`src/rtl/btb_assoc_ctrl_if.sv`:
```
// Lookup, update and flush signals of the set-associative BTB.
// The master drives requests (fetch/execute side); the slave is the BTB.
interface btb_assoc_ctrl_if #(
    parameter int PC_W  = 32,
    parameter int TGT_W = 32
);
    logic             flush_req;
    logic             flush_busy;
    logic             lu_valid;
    logic [PC_W-1:0]  lu_pc;
    logic             lu_hit;
    logic             lu_taken;
    logic [TGT_W-1:0] lu_target;
    logic             upd_valid;
    logic             upd_ready;
    logic [PC_W-1:0]  upd_pc;
    logic [TGT_W-1:0] upd_target;
    logic             upd_taken;

    modport master (
        output flush_req, lu_valid, lu_pc, upd_valid, upd_pc, upd_target, upd_taken,
        input  flush_busy, lu_hit, lu_taken, lu_target, upd_ready
    );

    modport slave (
        input  flush_req, lu_valid, lu_pc, upd_valid, upd_pc, upd_target, upd_taken,
        output flush_busy, lu_hit, lu_taken, lu_target, upd_ready
    );
endinterface

```
`src/rtl/btb_assoc_ctrl.sv`:
```
// N-way set-associative branch target buffer: storage, registered lookup,
// outcome-driven update with 2-bit direction counters and true-LRU
// replacement, plus a one-set-per-cycle flush engine.
//
// state | meaning
// IDLE  | lookups and updates serviced, flush_req accepted
// FLUSH | clearing set cnt_q; lookups miss, updates stalled
module btb_assoc_ctrl #(
    parameter int SETS  = 8,
    parameter int WAYS  = 2,
    parameter int PC_W  = 32,
    parameter int TGT_W = 32
) (
    input  logic               clk,
    input  logic               rst_n,
    btb_assoc_ctrl_if.slave    bus
);
    localparam int IDX_W = $clog2(SETS);
    localparam int TAG_W = PC_W - IDX_W - 2;
    localparam int AGE_W = $clog2(WAYS);

    typedef enum logic {IDLE, FLUSH} fsm_t;

    fsm_t             fsm_q;
    logic [IDX_W-1:0] cnt_q;
    logic             flush_busy_q;
    logic             lu_hit_q;
    logic             lu_taken_q;
    logic [TGT_W-1:0] lu_target_q;

    logic             valid_q  [SETS][WAYS];
    logic [TAG_W-1:0] tag_q    [SETS][WAYS];
    logic [TGT_W-1:0] target_q [SETS][WAYS];
    logic [1:0]       ctr_q    [SETS][WAYS];
    logic [AGE_W-1:0] age_q    [SETS][WAYS];

    logic [IDX_W-1:0] lu_idx;
    logic [TAG_W-1:0] lu_tag;
    logic             lu_hit_d;
    logic             lu_taken_d;
    logic [TGT_W-1:0] lu_target_d;

    logic [IDX_W-1:0] upd_idx;
    logic [TAG_W-1:0] upd_tag;
    logic             upd_acc;
    logic             upd_hit;
    logic [AGE_W-1:0] hit_way;
    logic             inv_found;
    logic [AGE_W-1:0] inv_way;
    logic [AGE_W-1:0] lru_way;
    logic [AGE_W-1:0] upd_way;
    logic [AGE_W-1:0] old_age;
    logic [1:0]       ctr_old;
    logic [1:0]       ctr_new;
    logic [AGE_W-1:0] age_new [WAYS];

    // pc[1:0] never participates in the index or tag
    logic unused_pc_lsb;
    assign unused_pc_lsb = ^{bus.lu_pc[1:0], bus.upd_pc[1:0]};

    assign lu_idx  = bus.lu_pc[IDX_W+1:2];
    assign lu_tag  = bus.lu_pc[PC_W-1:IDX_W+2];
    assign upd_idx = bus.upd_pc[IDX_W+1:2];
    assign upd_tag = bus.upd_pc[PC_W-1:IDX_W+2];

    assign bus.upd_ready  = rst_n && (fsm_q == IDLE);
    assign upd_acc        = bus.upd_valid && bus.upd_ready;
    assign bus.flush_busy = flush_busy_q;
    assign bus.lu_hit     = lu_hit_q;
    assign bus.lu_taken   = lu_taken_q;
    assign bus.lu_target  = lu_target_q;

    // Lookup tag compare against pre-edge storage; forced to miss while flushing
    always_comb begin
        lu_hit_d    = 1'b0;
        lu_taken_d  = 1'b0;
        lu_target_d = '0;
        if (bus.lu_valid && fsm_q == IDLE) begin
            for (int w = 0; w < WAYS; w++) begin
                if (valid_q[lu_idx][w] && tag_q[lu_idx][w] == lu_tag) begin
                    lu_hit_d    = 1'b1;
                    lu_taken_d  = ctr_q[lu_idx][w][1];
                    lu_target_d = target_q[lu_idx][w];
                end
            end
        end
    end

    // Update way selection (hit, else lowest invalid, else oldest), counter and ages
    always_comb begin
        upd_hit   = 1'b0;
        hit_way   = '0;
        inv_found = 1'b0;
        inv_way   = '0;
        lru_way   = '0;
        // descending scan so the lowest-index invalid way is the one left in inv_way
        for (int w = WAYS - 1; w >= 0; w--) begin
            if (!valid_q[upd_idx][w]) begin
                inv_found = 1'b1;
                inv_way   = AGE_W'(w);
            end
            if (age_q[upd_idx][w] == AGE_W'(WAYS - 1)) begin
                lru_way = AGE_W'(w);
            end
            if (valid_q[upd_idx][w] && tag_q[upd_idx][w] == upd_tag) begin
                upd_hit = 1'b1;
                hit_way = AGE_W'(w);
            end
        end
        upd_way = upd_hit ? hit_way : (inv_found ? inv_way : lru_way);
        old_age = age_q[upd_idx][upd_way];
        ctr_old = ctr_q[upd_idx][upd_way];

        if (upd_hit) begin
            case (ctr_old)
                2'b00:   ctr_new = bus.upd_taken ? 2'b01 : 2'b00;
                2'b01:   ctr_new = bus.upd_taken ? 2'b11 : 2'b00;
                2'b11:   ctr_new = bus.upd_taken ? 2'b10 : 2'b01;
                default: ctr_new = bus.upd_taken ? 2'b10 : 2'b11;
            endcase
        end else begin
            ctr_new = bus.upd_taken ? 2'b11 : 2'b01;
        end

        for (int w = 0; w < WAYS; w++) begin
            if (AGE_W'(w) == upd_way) begin
                age_new[w] = '0;
            end else if (age_q[upd_idx][w] < old_age) begin
                age_new[w] = age_q[upd_idx][w] + 1'b1;
            end else begin
                age_new[w] = age_q[upd_idx][w];
            end
        end
    end

    // Storage, registered lookup outputs and the flush FSM
    always_ff @(posedge clk or negedge rst_n) begin
        if (!rst_n) begin
            fsm_q        <= IDLE;
            cnt_q        <= '0;
            flush_busy_q <= 1'b0;
            lu_hit_q     <= 1'b0;
            lu_taken_q   <= 1'b0;
            lu_target_q  <= '0;
            for (int s = 0; s < SETS; s++) begin
                for (int w = 0; w < WAYS; w++) begin
                    valid_q[s][w]  <= 1'b0;
                    tag_q[s][w]    <= '0;
                    target_q[s][w] <= '0;
                    ctr_q[s][w]    <= '0;
                    age_q[s][w]    <= AGE_W'(w);
                end
            end
        end else begin
            lu_hit_q    <= lu_hit_d;
            lu_taken_q  <= lu_taken_d;
            lu_target_q <= lu_target_d;

            if (upd_acc) begin
                valid_q[upd_idx][upd_way]  <= 1'b1;
                tag_q[upd_idx][upd_way]    <= upd_tag;
                target_q[upd_idx][upd_way] <= bus.upd_target;
                ctr_q[upd_idx][upd_way]    <= ctr_new;
                for (int w = 0; w < WAYS; w++) begin
                    age_q[upd_idx][w] <= age_new[w];
                end
            end

            case (fsm_q)
                IDLE: begin
                    if (bus.flush_req) begin
                        fsm_q        <= FLUSH;
                        cnt_q        <= '0;
                        flush_busy_q <= 1'b1;
                    end
                end
                FLUSH: begin
                    for (int w = 0; w < WAYS; w++) begin
                        valid_q[cnt_q][w] <= 1'b0;
                        age_q[cnt_q][w]   <= AGE_W'(w);
                    end
                    if (cnt_q == IDX_W'(SETS - 1)) begin
                        fsm_q        <= IDLE;
                        flush_busy_q <= 1'b0;
                    end else begin
                        cnt_q <= cnt_q + 1'b1;
                    end
                end
                default: fsm_q <= IDLE;
            endcase
        end
    end
endmodule

```
`src/flat_wrapper.sv`:
```
// flat-port wrapper written by rule: the top's interface ports become plain ports
module btb_assoc_ctrl_flat 
#(
    parameter int SETS  = 8,
    parameter int WAYS  = 2,
    parameter int PC_W  = 32,
    parameter int TGT_W = 32
)
  (clk, rst_n, bus_flush_req, bus_lu_valid, bus_lu_pc, bus_upd_valid, bus_upd_pc, bus_upd_target, bus_upd_taken, bus_flush_busy, bus_lu_hit, bus_lu_taken, bus_lu_target, bus_upd_ready);
  btb_assoc_ctrl_if #(.PC_W(PC_W), .TGT_W(TGT_W)) bus_i ();
  input  logic clk;
  input  logic rst_n;
  input wire logic [$bits(bus_i.flush_req)-1:0] bus_flush_req;
  input wire logic [$bits(bus_i.lu_valid)-1:0] bus_lu_valid;
  input wire logic [$bits(bus_i.lu_pc)-1:0] bus_lu_pc;
  input wire logic [$bits(bus_i.upd_valid)-1:0] bus_upd_valid;
  input wire logic [$bits(bus_i.upd_pc)-1:0] bus_upd_pc;
  input wire logic [$bits(bus_i.upd_target)-1:0] bus_upd_target;
  input wire logic [$bits(bus_i.upd_taken)-1:0] bus_upd_taken;
  output wire logic [$bits(bus_i.flush_busy)-1:0] bus_flush_busy;
  output wire logic [$bits(bus_i.lu_hit)-1:0] bus_lu_hit;
  output wire logic [$bits(bus_i.lu_taken)-1:0] bus_lu_taken;
  output wire logic [$bits(bus_i.lu_target)-1:0] bus_lu_target;
  output wire logic [$bits(bus_i.upd_ready)-1:0] bus_upd_ready;
  assign bus_i.flush_req = bus_flush_req;
  assign bus_i.lu_valid = bus_lu_valid;
  assign bus_i.lu_pc = bus_lu_pc;
  assign bus_i.upd_valid = bus_upd_valid;
  assign bus_i.upd_pc = bus_upd_pc;
  assign bus_i.upd_target = bus_upd_target;
  assign bus_i.upd_taken = bus_upd_taken;
  assign bus_flush_busy = bus_i.flush_busy;
  assign bus_lu_hit = bus_i.lu_hit;
  assign bus_lu_taken = bus_i.lu_taken;
  assign bus_lu_target = bus_i.lu_target;
  assign bus_upd_ready = bus_i.upd_ready;
  btb_assoc_ctrl #(.SETS(SETS), .WAYS(WAYS), .PC_W(PC_W), .TGT_W(TGT_W)) u_core (.clk(clk), .rst_n(rst_n), .bus(bus_i));
endmodule
```
`config.mk`:
```
export PLATFORM = sky130hd
export DESIGN_NAME = btb_assoc_ctrl_flat
export DESIGN_NICKNAME = d
export VERILOG_FILES = /design/src/rtl/btb_assoc_ctrl_if.sv /design/src/rtl/btb_assoc_ctrl.sv /design/src/flat_wrapper.sv
export SDC_FILE = /design/constraint.sdc
export NUM_CORES = 2
export LEC_CHECK = 0
export BUFFER_PORTS_ARGS = -buffer_cell sky130_fd_sc_hd__buf_2
export CAP_MARGIN = 20
export CORE_MARGIN = 1.5
export CORE_UTILIZATION = 34
export CTS_BUF_LIST = sky130_fd_sc_hd__clkbuf_16
export CTS_CLUSTER_DIAMETER = 120
export DETAILED_ROUTE_END_ITERATION = 12
export SLEW_MARGIN = 25
export SYNTH_ARGS = -nofsm -noshare
export SYNTH_HDL_FRONTEND = slang
export SYNTH_SLANG_ARGS = --single-unit
```
`constraint.sdc`:
```
create_clock -name clk -period 4 [get_ports clk]
set_clock_uncertainty 0.1 [all_clocks]
set_input_delay 0.2 -clock clk [delete_from_list [all_inputs] [get_ports clk]]
set_output_delay 0.2 -clock clk [all_outputs]
set_load 0.01 [all_outputs]
```
== Word level (Yosys, flattened, before mapping) ==
Index checks and enable logic that the tools add are counted.

* Add/subtract/negate cells: 3
* $lt $le $gt $ge: 9
* Equality and inequality tests: 10
* Muxes and demuxes: 102
* Bitwise logic cells: 12
* Reductions and logical operators: 13

{| class="wikitable"
|+ Operators by type and width
! kind !! count
|-
| bitwise mux 512 bit || 1
|-
| bitwise mux 432 bit || 1
|-
| binary-select mux 54 bit (select 3 bit) || 2
|-
| two-way mux 54 bit || 5
|-
| binary-select mux 64 bit (select 3 bit) || 1
|-
| demux 64 bit (select 3 bit) || 1
|-
| two-way mux 64 bit || 3
|-
| demux 54 bit (select 3 bit) || 1
|-
| two-way mux 32 bit || 4
|-
| == test 27 bit || 4
|-
| two-way mux 16 bit || 4
|-
| bitwise AND 16 bit || 3
|-
| two-way mux 2 bit || 17
|-
| bitwise mux 16 bit || 2
|-
| bitwise mux 32 bit || 1
|-
| demux 32 bit (select 1 bit) || 1
|-
| two-way mux 1 bit || 32
|-
| NOT 16 bit || 2
|-
| bitwise OR 16 bit || 2
|-
| demux 2 bit (select 3 bit) || 5
|-
| demux 27 bit (select 1 bit) || 1
|-
| two-way mux 27 bit || 1
|-
| binary-select mux 4 bit (select 3 bit) || 2
|-
| two-way mux 4 bit || 5
|-
| other kinds (25) || 48
|}

* Register bits after elaboration: 1047
* Output and inout port bits: 36
* Logic and storage cells: 235

== Logic depth before layout (Yosys ltp) ==
* Depth in word-level cells: 22
* Mapped depth: 16
* Gate-level depth less buffers: 9

== Worst setup path after synthesis ==
OpenSTA, ideal clock, no wires.

* Path kind: input-to-reg
* Start: in bus_lu_pc[3]
* End: reg u_core.lu_target_q[24] (netlist: u_core.bus.lu_target[24])
* Library setup time: 0.120 ns
* Arrival time: 3.301 ns
* Setup slack: 0.479 ns
* Stages: 12
* Buffers on the path: 5
* Path through: buf_2 buf_2 clkbuf_1 mux4_2 mux2i_1 xor2_1 nand4_1 nor4_1 buf_2 buf_2 mux2_2 o211a_1

* Cells in the longest elaborated chain, start to end: 9
* Elaborated cells on any way between the ends: 17
* Classes of those cells: eq/ne (2); mux (12); bitwise (1); reduce/logical (2)

{| class="wikitable"
|+ RTL lines
! what !! RTL line !! RTL
|-
| from (decl) || flat_wrapper.sv:15 || <nowiki>input wire logic [$bits(bus_i.lu_pc)-1:0] bus_lu_pc;</nowiki>
|-
| NOT 3 -> 4 bit (not written as such) (*) || btb_assoc_ctrl.sv:80, btb_assoc_ctrl.sv:83 ||
|-
| binary-select mux 54 bit (select 3 bit) || btb_assoc_ctrl.sv:80 || <nowiki>if (valid_q[lu_idx][w] && tag_q[lu_idx][w] == lu_tag) begin</nowiki>
|-
| two-way mux 54 bit (not written as such) (2 in a row) || btb_assoc_ctrl.sv:80 ||
|-
| == test 27 bit || btb_assoc_ctrl.sv:80 ||
|-
| logical AND 1 bit || btb_assoc_ctrl.sv:80 ||
|-
| two-way mux 32 bit || btb_assoc_ctrl.sv:80 ||
|-
| two-way mux 32 bit (*) || btb_assoc_ctrl.sv:80 ||
|-
| two-way mux 32 bit (*) || btb_assoc_ctrl.sv:78 || <nowiki>if (bus.lu_valid && fsm_q == IDLE) begin</nowiki>
|-
| via u_core.lu_target_d[24] || btb_assoc_ctrl.sv:41 || <nowiki>logic [TGT_W-1:0] lu_target_d;</nowiki>
|-
| to (signal assigned) || btb_assoc_ctrl.sv:157 || <nowiki>lu_target_q <= lu_target_d;</nowiki>
|-
| to (decl) || btb_assoc_ctrl.sv:29 || <nowiki>logic [TGT_W-1:0] lu_target_q;</nowiki>
|}

Mark *: on every way through the listed nets, which the timed path passes. The rest lies on a longest branch. The select of a mux whose other input is x is not followed.
A chain may end at the register's enable or synchronous reset.

== Worst setup path in the final report ==
* Start: reg u_core.tag_q[115] (netlist name)
* End: reg u_core.target_q[206] (netlist name)

* Cells in the longest elaborated chain, start to end: 16
* Elaborated cells on any way between the ends: 18
* Classes of those cells: order compare (2); eq/ne (1); mux (12); bitwise (1); reduce/logical (2)

{| class="wikitable"
|+ RTL lines
! what !! RTL line !! RTL
|-
| from (decl) || btb_assoc_ctrl.sv:32 || <nowiki>logic [TAG_W-1:0] tag_q [SETS][WAYS];</nowiki>
|-
| from (signal, indexed assignment) || btb_assoc_ctrl.sv:161 || <nowiki>tag_q[upd_idx][upd_way] <= upd_tag;</nowiki>
|-
| binary-select mux 54 bit (select 3 bit) (*) || btb_assoc_ctrl.sv:105 || <nowiki>if (valid_q[upd_idx][w] && tag_q[upd_idx][w] == upd_tag) begin</nowiki>
|-
| two-way mux 54 bit (not written as such) (*) (2 in a row) || btb_assoc_ctrl.sv:105 ||
|-
| == test 27 bit (*) || btb_assoc_ctrl.sv:105 ||
|-
| logical AND 1 bit (*) || btb_assoc_ctrl.sv:105 ||
|-
| two-way mux 1 bit (*) || btb_assoc_ctrl.sv:105 ||
|-
| two-way mux 1 bit || btb_assoc_ctrl.sv:105 ||
|-
| two-way mux 1 bit (*) || btb_assoc_ctrl.sv:110 || <nowiki>upd_way = upd_hit ? hit_way : (inv_found ? inv_way : lru_way);</nowiki>
|-
| NOT 1 -> 2 bit (not written as such) (*) || btb_assoc_ctrl.sv:162 || <nowiki>target_q[upd_idx][upd_way] <= bus.upd_target;</nowiki>
|-
| >= comparator 2 bit (not written as such) / less-than comparator 2 x 1 -> 1 bit (equally long branches) || btb_assoc_ctrl.sv:162 ||
|-
| logical AND 1 bit (not written as such) || btb_assoc_ctrl.sv:162 ||
|-
| two-way mux 32 bit (not written as such) || btb_assoc_ctrl.sv:162 ||
|-
| demux 32 bit (select 1 bit) (*) || btb_assoc_ctrl.sv:162 ||
|-
| two-way mux 64 bit (not written as such) (*) || btb_assoc_ctrl.sv:162 ||
|-
| demux 64 bit (select 3 bit) (*) || btb_assoc_ctrl.sv:162 ||
|-
| bitwise mux 512 bit (*) || btb_assoc_ctrl.sv:162 ||
|-
| to (signal, indexed assignment) || btb_assoc_ctrl.sv:162 ||
|-
| to (decl) || btb_assoc_ctrl.sv:33 || <nowiki>logic [TGT_W-1:0] target_q [SETS][WAYS];</nowiki>
|}

Every way passes the cells marked *; elsewhere a longest branch is shown, timed or not. The select of a mux whose other input is x is not followed.

==> metrics.txt <==
Post-Synth Simple-Gate Area=0.0228; pre-CTS WS=-426 ps; CTS tree=yes; Pleak=30.0 nW; Slew @ Worst Pin=~1100 ps; largest net degree at the start of global routing=180; Post-Route Setup TNS=0 ps; CP max-delay cell=mux4_2; CTS Root Buffer Type=clkbuf_16; cell breakdown of the critical path=mux4_2 -> mux2i_1 -> xnor2_1 -> nor4_4 -> buf_4 -> nand4_1 -> nor4_4 -> buf_4 -> o2bb2ai_4 -> buf_12 -> nor2_4 -> buf_12 -> buf_12 -> buf_12 -> mux2_4; max incr delay on CP=480 ps; asr flop ratio synth=1.00; area leader, netlist=dfrtp_1; Multi-input gate area=roughly 25000 µm²; NumNets Final=roughly 3800; syn_nets=~3500; setup ws final=64.0 ps; Die Ht=~400 µm; top cell type's share of synthesized area=0.497; TritonCTS Buffers=110; CP startpoint kind=flip-flop; area occupied by registers=between 20000 and 30000 µm²; DP Wirelength=between 90000 and 100000 µm; top-count cell post-synth=dfrtp_1; GRT Util Overall=0.189; sequential area share after synthesis=0.501; H-tree depth=3; CP Class=reg -> reg; CTS sink count=1047; ANT nets after route=0; core area=about 150000 µm²; First-pass DRT Iterations=5; FP Rows=143; Max-Cap Viols=0; Cell Pwr Density=between 400 and 500 nW/µm²; Commonest cells post-synth=dfrtp_1 (1039), mux2_1 (675), mux4_2 (312); worst hold-check path type=in -> async; arrival time at the worst endpoint=about 4500 ps; top cells by area, synth=dfrtp_1 (50%), mux2_1 (15%), mux4_2 (13%), mux2_2 (4.9%), mux2i_1 (3.5%); post-synthesis xor/xnor area fraction=0.0174; DRT iter0 DRCs=between 2000 and 3000; RSZ-0062 raised after global routing=yes; outcome=completed; Final Hold Viols=0; initial antenna violation count=11; Clock Latency Late Sink=740 ps; number of synthesized flops with an enable pin=0; syn_area_per_cell=about 15 µm²; Critical Path RT=roughly 4500 ps; Slew Limit Headroom=0.291; PortBufs=133; synthesis-stage register bit count=roughly 1000; Synth Instances=~3400; multiplexer area fraction after synthesis=0.392; FF-to-FF Start=u_core.tag_q[115]$_DFFE_PN0P_; Compound-Gate Fraction of Synth Area=0.0317; share of cells above drive strength 1=0.368; crit path max fanout=8; die width=about 400 µm; DR vias/cell=roughly 5.4; Max Clk Rate=approximately 250 MHz; Worst setup EP type=flip-flop; filler cell count=approximately 14000; total die area=~160000 µm²; DRC=0; Slew Viols, Final=0; Main synth FF type=dfrtp_1; clk slew on worst S/H paths=60 ps; post-synthesis cell type count=70; first-pass GRT wire length=between 200000 and 250000 µm; warning count from the yosys run=0; GPL Wtd Cong=0.847; vias after detailed routing=roughly 32000; Post-Syn Area=52300 µm²; total global routing overflow=0; largest family of logic cells by synthesized area=multiplexers; maximum vdd ir drop=between 300 and 400 µV; Final min period=between 3000 and 4000 ps; drt wl/cell=26.3 µm; final setup violation count=0; vias in the first global route=between 30000 and 40000; Starting Density=0.343; Clock Tree Buf Depth=3; post-route clock period utilization=0.984; critical path startpoint=u_core.tag_q[115]$_DFFE_PN0P_; Synth Area in Adders=0.000478; most used cell, CP=buf_12; P&R area growth vs syn=20.1%; Total Wirelength=between 150000 and 200000 µm; IO Count=between 100 and 150
==> state kept, by name, indices dropped and copies added (netlist names) <==
register               count
u_core.fsm_q               1
u_core.bus.lu_hit          1
u_core.age_q              16
u_core.bus.flush_busy      1
u_core.ctr_q              32
u_core.target_q          512
u_core.bus.lu_taken        1
u_core.valid_q            16
u_core.bus.lu_target      32
u_core.tag_q             432
u_core.cnt_q               3
==> area by class of cell <==
cell class / instances / area share
clock inverters: 91 / 0.0107
inverters: 12 / 0.000717
repair buffers: 533 / 0.0913
clock buffers: 113 / 0.0450
well taps: 2030 / 0.0404
diodes: 1 / 0.0000398
flip-flops and latches: 1047 / 0.417
multi-input cells: 2034 / 0.395
==> critical path, delay by kind of cell (launching register included) <==
family                 cells  cell delay (ps)
AND/OR/NAND/NOR            4             1070
flip-flops                 1              410
AO/OA/AOI/OAI              1              120
multiplexers               3              970
buffers and inverters      6              940
XOR/XNOR                   1              190
==> cell families (layout without fill, tap and decap cells) <==
| family | after synthesis | count (layout) |
|---|---|---|
| muxes | 1498 | 1498 |
| DFF | 1047 | 1047 |
| buffers and inverters | 326 | 749 |
| and+or+nand+nor | 216 | 216 |
| AOI/OAI and AO/OA | 214 | 214 |
| xor gates and xnor gates | 104 | 104 |
| adders and majority gates | 2 | 2 |
| other | 0 | 1 |
==> path summary, 6_finish.rpt <==
path                                                          to  slack, ps  cells after the start
worst max-delay path            u_core.target_q[206]$_DFFE_PN0P_         60                     15
worst min-delay path               u_core.tag_q[248]$_DFFE_PN0P_         40                      3
worst max register to register  u_core.target_q[206]$_DFFE_PN0P_         60                     15
worst min register to register   u_core.target_q[71]$_DFFE_PN0P_        380                      1
max in group asynchronous          u_core.tag_q[233]$_DFFE_PN0P_       2090                      5
min in group clk                   u_core.bus.lu_taken$_DFF_PN0_        220                      4
==> per-layer routing <==
metal | part of all wire | global-route usage | wire length, µm | vias up
met5 | 0.00058 | 0 | 90 | -
met4 | 0.025 | 0.0474 | 3830 | 14
met3 | 0.050 | 0.0299 | 7760 | 224
met2 | 0.47 | 0.296 | 71800 | 866
met1 | 0.46 | 0.272 | 70500 | 17300
li1 | - | - | - | 13500
==> stage by stage <==
stage | power [mW] | cells | utilization | hold WS, ps | area (µm²)
final | 29.8 | 5861 | 0.412 | 37.8 | 62800
after global routing | 31.1 | 5861 | 0.412 | 70.5 | 62800
after CTS | 29.8 | 5808 | 0.403 | 168 | 61500
after detailed placement | 19.6 | 5538 | 0.376 | 344 | 57300
after global placement | 19.4 | 5538 | 0.376 | 336 | 57300
after floorplan | 17.6 | 3407 | - | -196 | 52300
==> placed cells by master (no fill, tap or decap), drive strengths merged, types with 13 or more instances in the layout <==
cell,n
o21a,15
a21oi,16
xor2,42
clkinv,48
mux4,312
mux2,1005
nand4,14
clkbuf,131
nand2,78
o21ai,31
xnor2,62
a2bb2oi,14
mux2i,181
a221oi,22
inv,42
nor2b,13
buf,451
dfrtp,1039
nand3,21
a22oi,14
dlygate4sd3,64
o211a,33
nor4,16
nor2,40
==> power by group <==
part           total, mW  switching, mW  internal [mW]
Clock               10.1           4.47           5.62
Combinational       5.82           2.44           3.38
Sequential          13.9           1.27           12.6
==> timing repair <==
action	4_1_cts	5_1_grt
resized for setup	4	120
gates cloned	1	24
pin swaps	2	10
endpoints found under the hold margin	1395	0
endpoints found under the setup margin	599	407
hold buffers	64	0
buffers inserted	1	24
Power figures use the tool's default switching activity.
